File: src/rtl/jtframe_mist_spi_loader.sv
// jtframe_mist_spi_loader
//
// SPI master that plays the MCU side of the MiST data_io file-transfer
// protocol. It drives the core's SPI_SCK / SPI_SS2 / SPI_DI pins, which is
// useful on boards with no ARM controller and in simulation benches.
//
// Sequence of SS2 frames for one transfer:
//   {0x53, file_idx}  {0x54, 0xFF}  {0x55, byte0 .. byte len-1}  {0x54, 0x00}
// The data frame is skipped when len == 0.
//
// Parameters
//   AW      byte-address / length width
//   CLKDIV  clk cycles per SCK half-period (>= 2)
//   GAP     clk cycles SS2 stays high between frames (>= 1)
//
// Ports
//   clk, rst_n          clock, synchronous active-low reset
//   start               one-cycle pulse, accepted only when idle
//   file_idx, len       sampled when start is accepted
//   src_addr, src_rd    payload byte request, held until src_ok
//   src_ok, src_data    payload byte return (src_ok is a one-cycle pulse)
//   spi_sck/ss2/di      SPI mode 0 master outputs
//   busy, done          status; done pulses once as the FSM returns to idle
//   chksum              16-bit payload sum, only when
//                       JTFRAME_SPI_LOADER_CHKSUM_EN is defined, else 0

module jtframe_mist_spi_loader #(
    parameter int unsigned AW     = 26,
    parameter int unsigned CLKDIV = 4,
    parameter int unsigned GAP    = 8
) (
    input  logic          clk,
    input  logic          rst_n,
    input  logic          start,
    input  logic [7:0]    file_idx,
    input  logic [AW-1:0] len,
    output logic [AW-1:0] src_addr,
    output logic          src_rd,
    input  logic          src_ok,
    input  logic [7:0]    src_data,
    output logic          spi_sck,
    output logic          spi_ss2,
    output logic          spi_di,
    output logic          busy,
    output logic          done,
    output logic [15:0]   chksum
);

    typedef enum logic [2:0] {StIdle, StIdx, StStart, StData, StEnd, StDone} state_t;
    typedef enum logic [2:0] {PhSetup, PhLow, PhHigh, PhLoad, PhHold, PhGap} phase_t;

    localparam logic [15:0] DIV_LAST = 16'(CLKDIV - 1);
    localparam logic [15:0] GAP_LAST = 16'(GAP - 1);

    state_t        st, nxt_st;
    phase_t        ph;
    logic [15:0]   cnt;
    logic [2:0]    bit_cnt;
    logic [7:0]    sh;
    logic          last_byte;     // byte in the shifter closes the frame
    logic [7:0]    file_q;
    logic [AW-1:0] len_m1;
    logic          len_zero;
    logic [7:0]    dbuf;          // prefetched payload byte
    logic          dvalid;
    logic          fetch_done;    // last payload byte already received
    logic [AW-1:0] load_idx;      // payload bytes moved into the shifter
    logic [7:0]    nxt_hdr;
    logic [7:0]    second;
    logic          src_take;

    assign src_take = src_rd & src_ok;

    always_comb begin
        nxt_st = StDone;
        case (st)
            StIdx:   nxt_st = StStart;
            StStart: nxt_st = len_zero ? StEnd : StData;
            StData:  nxt_st = StEnd;
            default: nxt_st = StDone;
        endcase
        nxt_hdr = (nxt_st == StData) ? 8'h55 : 8'h54;
        // Second byte of the fixed two-byte frames
        second  = (st == StIdx) ? file_q : (st == StStart) ? 8'hFF : 8'h00;
    end

    always_ff @(posedge clk) begin
        if (!rst_n) begin
            st         <= StIdle;
            ph         <= PhSetup;
            cnt        <= '0;
            bit_cnt    <= '0;
            sh         <= '0;
            last_byte  <= 1'b0;
            file_q     <= '0;
            len_m1     <= '0;
            len_zero   <= 1'b1;
            dbuf       <= '0;
            dvalid     <= 1'b0;
            fetch_done <= 1'b0;
            load_idx   <= '0;
            src_addr   <= '0;
            src_rd     <= 1'b0;
            spi_sck    <= 1'b0;
            spi_ss2    <= 1'b1;
            spi_di     <= 1'b0;
            busy       <= 1'b0;
            done       <= 1'b0;
        end else begin
            done <= 1'b0;
            case (st)
                StIdle: begin
                    if (start) begin
                        file_q     <= file_idx;
                        len_m1     <= len - AW'(1);
                        len_zero   <= (len == '0);
                        dvalid     <= 1'b0;
                        fetch_done <= 1'b0;
                        load_idx   <= '0;
                        src_addr   <= '0;
                        busy       <= 1'b1;
                        st         <= StIdx;
                        // open the index frame
                        spi_ss2    <= 1'b0;
                        ph         <= PhSetup;
                        cnt        <= '0;
                        bit_cnt    <= '0;
                        last_byte  <= 1'b0;
                        sh         <= 8'h53;
                        spi_di     <= 1'b0;
                    end
                end
                StDone: begin
                    busy <= 1'b0;
                    done <= 1'b1;
                    st   <= StIdle;
                end
                StIdx, StStart, StData, StEnd: begin
                    case (ph)
                        PhSetup: begin
                            if (cnt == DIV_LAST) begin
                                cnt <= '0;
                                ph  <= PhLow;
                            end else begin
                                cnt <= cnt + 16'd1;
                            end
                        end
                        PhLow: begin
                            if (cnt == DIV_LAST) begin
                                cnt     <= '0;
                                spi_sck <= 1'b1;
                                ph      <= PhHigh;
                            end else begin
                                cnt <= cnt + 16'd1;
                            end
                        end
                        PhHigh: begin
                            if (cnt == DIV_LAST) begin
                                cnt     <= '0;
                                spi_sck <= 1'b0;
                                if (bit_cnt != 3'd7) begin
                                    bit_cnt <= bit_cnt + 3'd1;
                                    sh      <= {sh[6:0], 1'b0};
                                    spi_di  <= sh[6];
                                    ph      <= PhLow;
                                end else begin
                                    ph <= last_byte ? PhHold : PhLoad;
                                end
                            end else begin
                                cnt <= cnt + 16'd1;
                            end
                        end
                        // SCK is low here; the load cycle counts as the first
                        // low cycle, and SCK stays low while payload is late.
                        PhLoad: begin
                            if (st != StData) begin
                                sh        <= second;
                                spi_di    <= second[7];
                                last_byte <= 1'b1;
                                bit_cnt   <= '0;
                                cnt       <= 16'd1;
                                ph        <= PhLow;
                            end else if (dvalid) begin
                                sh        <= dbuf;
                                spi_di    <= dbuf[7];
                                dvalid    <= 1'b0;
                                last_byte <= (load_idx == len_m1);
                                load_idx  <= load_idx + AW'(1);
                                bit_cnt   <= '0;
                                cnt       <= 16'd1;
                                ph        <= PhLow;
                            end
                        end
                        PhHold: begin
                            if (cnt == DIV_LAST) begin
                                cnt     <= '0;
                                spi_ss2 <= 1'b1;
                                spi_di  <= 1'b0;
                                ph      <= PhGap;
                            end else begin
                                cnt <= cnt + 16'd1;
                            end
                        end
                        PhGap: begin
                            if (cnt == GAP_LAST) begin
                                cnt <= '0;
                                st  <= nxt_st;
                                if (nxt_st != StDone) begin
                                    spi_ss2   <= 1'b0;
                                    ph        <= PhSetup;
                                    bit_cnt   <= '0;
                                    last_byte <= 1'b0;
                                    sh        <= nxt_hdr;
                                    spi_di    <= nxt_hdr[7];
                                end
                            end else begin
                                cnt <= cnt + 16'd1;
                            end
                        end
                        default: ph <= PhGap;
                    endcase
                end
                default: st <= StIdle;
            endcase

            // Payload prefetch: one byte buffered ahead of the shifter.
            // A response can only arrive while dvalid is low, so it never
            // collides with the shifter draining dbuf above.
            if (src_take) begin
                dbuf   <= src_data;
                dvalid <= 1'b1;
                src_rd <= 1'b0;
                if (src_addr == len_m1) fetch_done <= 1'b1;
                else                    src_addr   <= src_addr + AW'(1);
            end else if (st == StData && !src_rd && !dvalid && !fetch_done) begin
                src_rd <= 1'b1;
            end
        end
    end

`ifdef JTFRAME_SPI_LOADER_CHKSUM_EN
    always_ff @(posedge clk) begin
        if (!rst_n)                   chksum <= '0;
        else if (st == StIdle && start) chksum <= '0;
        else if (src_take)            chksum <= chksum + {8'd0, src_data};
    end
`else
    assign chksum = '0;
`endif

endmodule
File: config.mk
export PLATFORM = sky130hd
export DESIGN_NAME = jtframe_mist_spi_loader
export DESIGN_NICKNAME = d
export VERILOG_FILES = /design/src/rtl/jtframe_mist_spi_loader.sv
export SDC_FILE = /design/constraint.sdc
export NUM_CORES = 1
export LEC_CHECK = 0
export BUFFER_PORTS_ARGS = -buffer_cell sky130_fd_sc_hd__buf_4
export CORE_MARGIN = 1
export CORE_UTILIZATION = 35
export CTS_CLUSTER_DIAMETER = 30
export DETAILED_ROUTE_END_ITERATION = 6
export PLACE_DENSITY = 0.54
export SYNTH_ARGS = -nofsm -noshare
export SYNTH_HDL_FRONTEND = slang
export SYNTH_SLANG_ARGS = --single-unit
File: constraint.sdc
create_clock -name clk -period 2.2 [get_ports clk]
set_input_delay 0.11 -clock clk [delete_from_list [all_inputs] [get_ports clk]]
set_output_delay 0.11 -clock clk [all_outputs]
set_load 0.02 [all_outputs]
; ---- After elaboration in Yosys (flattened, before gate mapping)
; Cells that the tools add are included.
[totals]
ff_bits = 136
inputBits = 46
output_inout_bits = 48
wordCells = 181
[classes]
addsub = 5
eq_ne = 42
mux = 84
bitwise = 2
reduce_logical = 28
[ops]
columns = operator, n
row1 = 2-to-1 mux 26 bit, 8
row2 = 2-to-1 mux 16 bit, 5
row3 = 2-to-1 mux 3 bit, 19
row4 = adder 26 x 1 -> 26 bit (second input constant), 2
row5 = equality test 26 bit, 2
row6 = one-hot mux 26 bit (2 select lines), 1
row7 = 2-to-1 mux 7 bit, 7
row8 = one-hot mux 16 bit (3 select lines), 1
row9 = != test 3 bit (second input constant), 11
row10 = one-hot mux 16 bit (2 select lines), 1
row11 = logical NOT 26 bit, 1
row12 = subtractor 26 x 1 -> 26 bit (second input constant), 1
row13 = 2-to-1 mux 1 bit, 23
row14 = one-hot mux 7 bit (3 select lines), 1
row15 = one-hot mux 3 bit (2 select lines), 3
row16 = one-hot mux 3 bit (3 select lines), 2
row17 = one-hot mux 3 bit (6 select lines), 1
row18 = AND reduction 9 bit, 2
row19 = adder 16 x 1 -> 16 bit (second input constant), 1
row20 = equality test 16 x 2 -> 1 bit (second input constant), 1
row21 = equality test 16 x 3 -> 1 bit (second input constant), 1
row22 = 2-to-1 mux 8 bit, 2
row23 = one-hot mux 1 bit (2 select lines), 8
row24 = equality test 3 x 2 -> 1 bit (second input constant), 5
row25 = 27 further kinds, 52

; ---- Depth between registers and ports, before layout
; Gate-level depths: netlist (run 1).
[depth]
ltp_word = 8
depth_mapped = 9
ltp_nobuf = 7

; ---- Worst setup path before layout (run 1)
; No wires, ideal clock.
[synth_timing]
kind = register to register
start = reg src_addr[4]
end = reg src_addr[25]
setup_time_ns = 0.122
arrival_ns = 2.218
required_ns = 2.078
setup_slack_ns = -0.140
stages_incl_launch_ff = 8
path_buffers = 1
synth_period_minus_slack_ns = 2.340
cell_sequence = dfxtp_1 -> clkbuf_2 -> nand3_1 -> or3_1 -> nor4_4 -> nand3_1 -> and3_1 -> a221o_1
[synth_between]
elab_chain_len = 3
word_cells_on_any_way = 4
classes_between = 1 x add/sub / 1 x eq/ne / 2 x mux
[synth_rtl]
columns = item, line_no
row1 = from (decl), 37  ; output logic [AW-1:0] src_addr,
row2 = from (signal assigned), 234  ; else src_addr <= src_addr + AW'(1);
row3 = adder 26 x 1 -> 26 bit or equality test 26 bit (tied branches), "234, 233"
row4 = 2-to-1 mux 26 bit *, 233  ; if (src_addr == len_m1) fetch_done <= 1'b1;
row5 = 2-to-1 mux 26 bit *, 229  ; if (src_take) begin
; Every way passes the cells marked *; elsewhere a longest branch is shown, timed or not.
; A chain may end at the register's enable or synchronous reset.

; ---- Worst setup path after layout (run 1)
[layout_timing]
start = reg cnt[3]
end = reg sh[6]
[layout_between]
elab_chain_len = 3
word_cells_on_any_way = 5
classes_between = 4 x eq/ne / 1 x reduce/logical
[layout_rtl]
columns = item, line_no
row1 = from (decl), 57  ; logic [15:0] cnt;
row2 = from (signal assigned), 145  ; cnt <= cnt + 16'd1;
row3 = from (signal assigned), 154  ; cnt <= cnt + 16'd1;
row4 = from (signal assigned), 170  ; cnt <= cnt + 16'd1;
row5 = equality test 16 x 2 -> 1 bit or equality test 16 x 3 -> 1 bit (tied branches), "158, 205"
row6 = != test 3 bit (no source line), n/a
row7 = AND reduction 8 bit (no source line) *, n/a
row8 = to (signal assigned), 163  ; sh <= {sh[6:0], 1'b0};
row9 = to (signal assigned), 177  ; sh <= second;
row10 = to (signal assigned), 184  ; sh <= dbuf;
row11 = to (decl), 59  ; logic [7:0] sh;
; Marked as above.

==> impl_metrics.ini, run 1 <==
[sta]
relSlewSlack = 0.596
rsz0062_at_grt = true
min_period_ps = 2150
fmax_ghz = 0.465
hold_violations = 0
finClkSkew_ps = 16.0
worstMarginPinSlew_ps = 602
report.final.setup_viol = 0
period_share = 0.978
setup_tns_ps = 0
final_max_slew_viol_count = 0

[global_routing]
antenna_found_initial = 0
grt_pass1_wl_um = 34600
grt_usage = 0.200
grt_max_degree = 58
grt_pass1_vias = 6522
grt_overflow = 0

[setup_path]
critPathLaunchType = flop
cp.arrival_ps = 2450
path_class = flop to flop
endpoint_kind = flop
worstPathMaxFanout = 10
worstPathRequired_ps = 2490

[route]
dr_total_vias = 7142
initialDrtViolationCount = 445
drc_errors = 0
vias_per_cell = 5.14
routed_wl_um = 21600
post_drt_wl_per_cell_um = 15.6
antenna_left = 0
first_pass_iters = 7

[die]
num_rows = 53
die_h_um = 148
die_w_um = 148
io_pins = 94
die_area_sq_um = 22000
coreArea_sq_um = 21000
initial_core_util = 0.356

[hold_path]
hold_path.class = input port to flop

[pwr]
combPwrFrac = 0.117
p_sw_frac = 0.268
p_leak_uw = 0.00383
power_frac_seq = 0.435
power_frac_clock = 0.447
power_switching_uw = 1620
power_density_nw_per_um2 = 608
internal-power_uw = 4430
vdd_ir_drop_max_mv = 0.460
total_power_uw = 6060

[finish]
fill_cells = 2079
num_antenna_cells = 0
area_growth_pct = 33.2
drive_gt1_frac = 0.248
nets = 1154

[clock_network]
cts.sinks = 136
path_clk_slew_ps = 60
clockBufferDepth = 2
cts_tree = yes
insertion_delay_ps = 420
cts-root-buf = clkbuf_16
cts_made_buffers = 17
h-tree-depth = 4

[place]
io_buffers = 77
dp_hpwl_um = 15800
place_congestion = 0.817

[synth]
synthArstFlopShare = 0
syn_area_per_cell_sq_um = 8.04
synth_ff_type = dfxtp_1
ys_seq_area_frac = 0.364
netlist_area_sq_um = 7480
yosysUniqueCellTypes = 77
synth-warning-count = 0
ys_ff_latch = 136
netlist_instances = 931
synth_edf_count = 0

[run]
maxCapViolCount = 0

[run_status]
outcome = complete, no violations
[flip-flops by register name, indices dropped and copies added, names as in the netlist]
name        count
src_addr       26
sh              7
cnt            16
bit_cnt         3
ph              3
busy            1
len_m1         26
load_idx       26
dvalid          1
done            1
spi_ss2         1
file_q          8
last_byte       1
st              3
src_rd          1
fetch_done      1
spi_sck         1
dbuf            8
len_zero        1
spi_di          1
[layout by cell type, fill, tap and decap left out, types with 4 or more instances in the layout]
master / count
and3_1: 11
nand3_1: 30
or4_1: 7
nand2_1: 98
clkinv_2: 4
a21oi_1: 70
a31oi_1: 17
xnor2_1: 62
dfxtp_1: 115
clkbuf_16: 18
nor3_1: 25
nand4_1: 24
and2_1: 5
conb_1: 16
nand3b_1: 6
or3_1: 9
clkinvlp_4: 4
o21ai_0: 35
and4_1: 7
nand2b_1: 6
nor2_1: 99
buf_4: 176
a311oi_1: 7
inv_1: 21
ha_1: 5
dlygate4sd3_1: 23
a211oi_1: 21
xor2_1: 42
dfxtp_2: 19
nor4_1: 21
nor4_2: 4
o31ai_1: 4
[through the flow]
| step | area (sq um) | setup WS, ps | hold WS (ps) | util | std cells |
|---|---|---|---|---|---|
| after floorplan | 7550 | -17.7 | 206 | - | 946 |
| after global placement | 8900 | -33.7 | 334 | 0.423 | 1326 |
| after detailed placement | 8900 | -68.8 | 341 | 0.423 | 1326 |
| after CTS | 9740 | 10.8 | 2.06 | 0.463 | 1383 |
| after global routing | 9970 | -90.6 | 7.43 | 0.474 | 1390 |
| final | 9970 | 48.0 | 14.0 | 0.474 | 1390 |
[cell usage after synthesis (7+ instances only)]
cell type  count  area [sq um]
dfxtp_1      136          2720
nor2_1        99           372
nand2_1       98           368
a21oi_1       70           350
xnor2_1       63           552
xor2_1        45           394
clkbuf_1      38           143
o21ai_0       38           190
nand3_1       30           150
nor3_1        26           130
nor4_1        25           156
a211oi_1      24           180
nand4_1       24           150
inv_1         22          82.6
a31oi_1       17           106
buf_4         17           128
and3_1        11          68.8
buf_2         10          50.1
or3_1          9          56.3
and4_1         8          70.1
a311oi_1       7          61.3
or4_1          7          52.6
[routing by layer]
layer | part of all wire | vias up | track usage | routed length [um]
li1 | - | 3638 | - | -
met1 | 0.49 | 3341 | 0.283 | 10600
met2 | 0.46 | 144 | 0.311 | 9960
met3 | 0.035 | 19 | 0.0353 | 747
met4 | 0.013 | 0 | 0.0515 | 276
met5 | 0 | - | 0 | 0
[power by group through the flow]
stage | Clock, uW | Combinational, uW | Sequential (uW)
after floorplan | 0 | 410 | 2660
after global placement | 0 | 634 | 2680
after detailed placement | 0 | 639 | 2680
after CTS | 2770 | 684 | 2630
after global routing | 2890 | 785 | 2640
final | 2710 | 711 | 2640
[what timing repair did]
action	in CTS	in global routing
endpoints found under the hold margin	23	0
setup endpoints to repair	8	58
setup buffers	1	6
gates cloned	1	1
pin swaps	2	22
resized for setup	6	49
hold buffers	23	0
[critical path: stages, from the launching register on]
cell and delay [ps]:
dfxtp_2 320, nor4_2 270, buf_4 150, nand4_1 210, buf_4 230, o2bb2ai_4 120
a211oi_4 310, buf_2 280, a311oi_1 120
[final timing paths]
| path | start | end | slack [ps] | cells after the start |
|---|---|---|---|---|
| worst min-delay path | len[9] | len_m1[9]$_SDFFE_PN0P_ | 10 | 3 |
| worst max-delay path | cnt[3]$_SDFFE_PN0P_ | sh[6]$_SDFFE_PN0P_ | 50 | 8 |
| worst max register to register | cnt[3]$_SDFFE_PN0P_ | sh[6]$_SDFFE_PN0P_ | 50 | 8 |
| worst min register to register | dbuf[6]$_SDFFE_PN0P_ | dbuf[6]$_SDFFE_PN0P_ | 450 | 2 |
[cell families (layout without fill, tap and decap cells)]
family	Yosys count	after routing	share of synthesized area
XOR/XNOR	108	108	0.126
multiplexers	3	3	0.00418
adder cells (fa/ha/maj)	6	6	0.0100
AND/OR/NAND/NOR	382	382	0.264
flip-flops	136	136	0.364
AO/OA/AOI/OAI	202	202	0.171
other	1	16	0.000501
buffers and inverters	93	262	0.0598
[layout make-up]
class                      count  area (sq um)  share of cell area
clock buffer                  18           429              0.0430
clock inverter                14           124              0.0124
inverter                      22          82.6             0.00828
multi-input combinational    717          4550               0.457
sequential                   136          2750               0.276
tap                          275           344              0.0345
timing repair buffer         208          1680               0.169
No activity file was read; power rests on OpenSTA's default activity.
==> run 2, diff against run 1 <==
--- a/config.mk
+++ b/config.mk
@@ -5,12 +5,14 @@
 export SDC_FILE = /design/constraint.sdc
 export NUM_CORES = 1
 export LEC_CHECK = 0
+export ABC_AREA = 0
 export BUFFER_PORTS_ARGS = -buffer_cell sky130_fd_sc_hd__buf_4
 export CORE_MARGIN = 1
 export CORE_UTILIZATION = 35
 export CTS_CLUSTER_DIAMETER = 30
 export DETAILED_ROUTE_END_ITERATION = 6
-export PLACE_DENSITY = 0.54
+export HOLD_SLACK_MARGIN = 0.15
+export PLACE_DENSITY_LB_ADDON = 0.1
 export SYNTH_ARGS = -nofsm -noshare
 export SYNTH_HDL_FRONTEND = slang
 export SYNTH_SLANG_ARGS = --single-unit
==> run 2 against run 1 <==
Die area unchanged. Critical endpoint is now sh[1]$_SDFFE_PN0P_. Sequential cell count unchanged. Clock power increased by 21%. Core utilization increased by 2.5 points. Clock-buffer cell count increased by 3. Register-to-register slack got worse by 50 ps. Non-clock buffer count increased by 39. Final area increased by 5.2%.
==> impl_metrics.ini, run 2 (synthesized netlist as in run 1, its figures left out) <==
[run_status]
outcome = complete, no violations

[clock_network]
cts-root-buf = clkbuf_16
h-tree-depth = 4
cts_tree = yes
insertion_delay_ps = 430
cts.sinks = 136
cts_made_buffers = 17
path_clk_slew_ps = 60
clockBufferDepth = 2

[sta]
relSlewSlack = 0.620
hold_violations = 0
final_max_slew_viol_count = 0
report.final.setup_viol = 0
rsz0062_at_grt = true
min_period_ps = 2200
period_share = 0.999
fmax_ghz = 0.455
finClkSkew_ps = 14.6
setup_tns_ps = 0
worstMarginPinSlew_ps = 570

[global_routing]
grt_pass1_wl_um = 35600
grt_usage = 0.207
antenna_found_initial = 0
grt_overflow = 0
grt_pass1_vias = 6792
grt_max_degree = 61

[pwr]
p_leak_uw = 0.00409
total_power_uw = 6720
internal-power_uw = 5090
power_density_nw_per_um2 = 641
combPwrFrac = 0.122
power_frac_seq = 0.391
power_switching_uw = 1630
power_frac_clock = 0.486
vdd_ir_drop_max_mv = 0.485
p_sw_frac = 0.242

[setup_path]
path_class = flop to flop
worstPathRequired_ps = 2490
endpoint_kind = flop
path_buf_inv = 4
cpLargestDelayFamily = buffers and inverters
critPathLaunchType = flop
cp_common_cell = buf_4
cp.arrival_ps = 2490
max_stage_delay_ps = 350
worstPathCellList = ha_4, nor4b_4, nand4_1, buf_4, o2bb2ai_4, a211oi_2, buf_4, buf_12, buf_16, a311oi_2
cpMaxStageDelayCell = dfxtp_2
worstPathMaxFanout = 5

[place]
dp_hpwl_um = 16200
io_buffers = 77
place_congestion = 0.826
dp_cells = 1338

[route]
drc_errors = 0
antenna_left = 0
post_drt_wl_per_cell_um = 15.7
routed_wl_um = 22400
vias_per_cell = 5.12
initialDrtViolationCount = 375
dr_total_vias = 7313
first_pass_iters = 6

[die]
die_w_um = 148
die_area_sq_um = 22000
io_pins = 94
die_h_um = 148
initial_core_util = 0.356
num_rows = 53
coreArea_sq_um = 21000

[finish]
reg_top3 = len_m1 (26), load_idx (26), src_addr (26)
drive_gt1_frac = 0.245
finalNonFillerCells = 1429
num_antenna_cells = 0
final_cell_mix = 191 x buf_4, 129 x dfxtp_1, 98 x nand2_1, 98 x nor2_1, 69 x a21oi_1
area_growth_pct = 40.1
nets = 1193
final_common_cell = buf_4
fin_util = 0.499

[run]
maxCapViolCount = 0

[hold_path]
hold_path.class = input port to flop
[run 2: cell type report]
type	count	area (sq um)
fill	1990	10500
multi-input combinational	717	4560
sequential	136	2730
timing repair buffer	247	2100
clock buffer	21	480
tap	275	344
clock inverter	11	193
inverter	22	82.6
[run 2: repair_timing]
action	in CTS	in global routing
buffers inserted	3	6
setup endpoints to repair	7	29
hold buffers	47	0
endpoints found under the hold margin	44	0
pin swaps	3	10
gates cloned	2	1
gates resized for setup	12	25
[run 2: metrics by stage]
step,cell area [sq um],hold WS [ps],setup WS [ps]
floorplan,7550,206,-17.7
global placement,9010,338,-61.0
detailed placement,9010,343,-87.0
CTS,10300,183,3.73
global route,10500,194,-101
finish,10500,201,1.24
[run 2: tightest hold or removal path, stage by stage]
cell and delay [ps]:
buf_4 80, or4_4 120, nor3_1 50, xnor2_1 150
a211oi_1 60
[run 2: worst paths after layout]
check / startpoint / endpoint / slack [ps] / depth (start not counted)
worst max-delay path: cnt[1]$_SDFFE_PN0P_ / sh[1]$_SDFFE_PN0P_ / 1 / 10
worst min-delay path: len[12] / len_m1[15]$_SDFFE_PN0P_ / 200 / 5
worst max register to register: cnt[1]$_SDFFE_PN0P_ / sh[1]$_SDFFE_PN0P_ / 1 / 10
worst min register to register: dbuf[4]$_SDFFE_PN0P_ / dbuf[4]$_SDFFE_PN0P_ / 450 / 2
[run 2: power by group through the flow]
stage	clock [uW]	sequential [uW]	combinational, uW
6_report	3270	2630	823
5_1_grt	3430	2640	899
4_1_cts	3330	2630	789
3_5_place_dp	0	2680	675
3_3_place_gp	0	2680	672
2_1_floorplan	0	2660	410
[run 2: metal layers]
| metal | up-vias | GRT usage | share of wire |
|---|---|---|---|
| li1 | 3742 | - | - |
| met1 | 3417 | 0.290 | 0.50 |
| met2 | 131 | 0.322 | 0.45 |
| met3 | 23 | 0.0344 | 0.027 |
| met4 | 0 | 0.0670 | 0.017 |
| met5 | - | 0 | 0 |
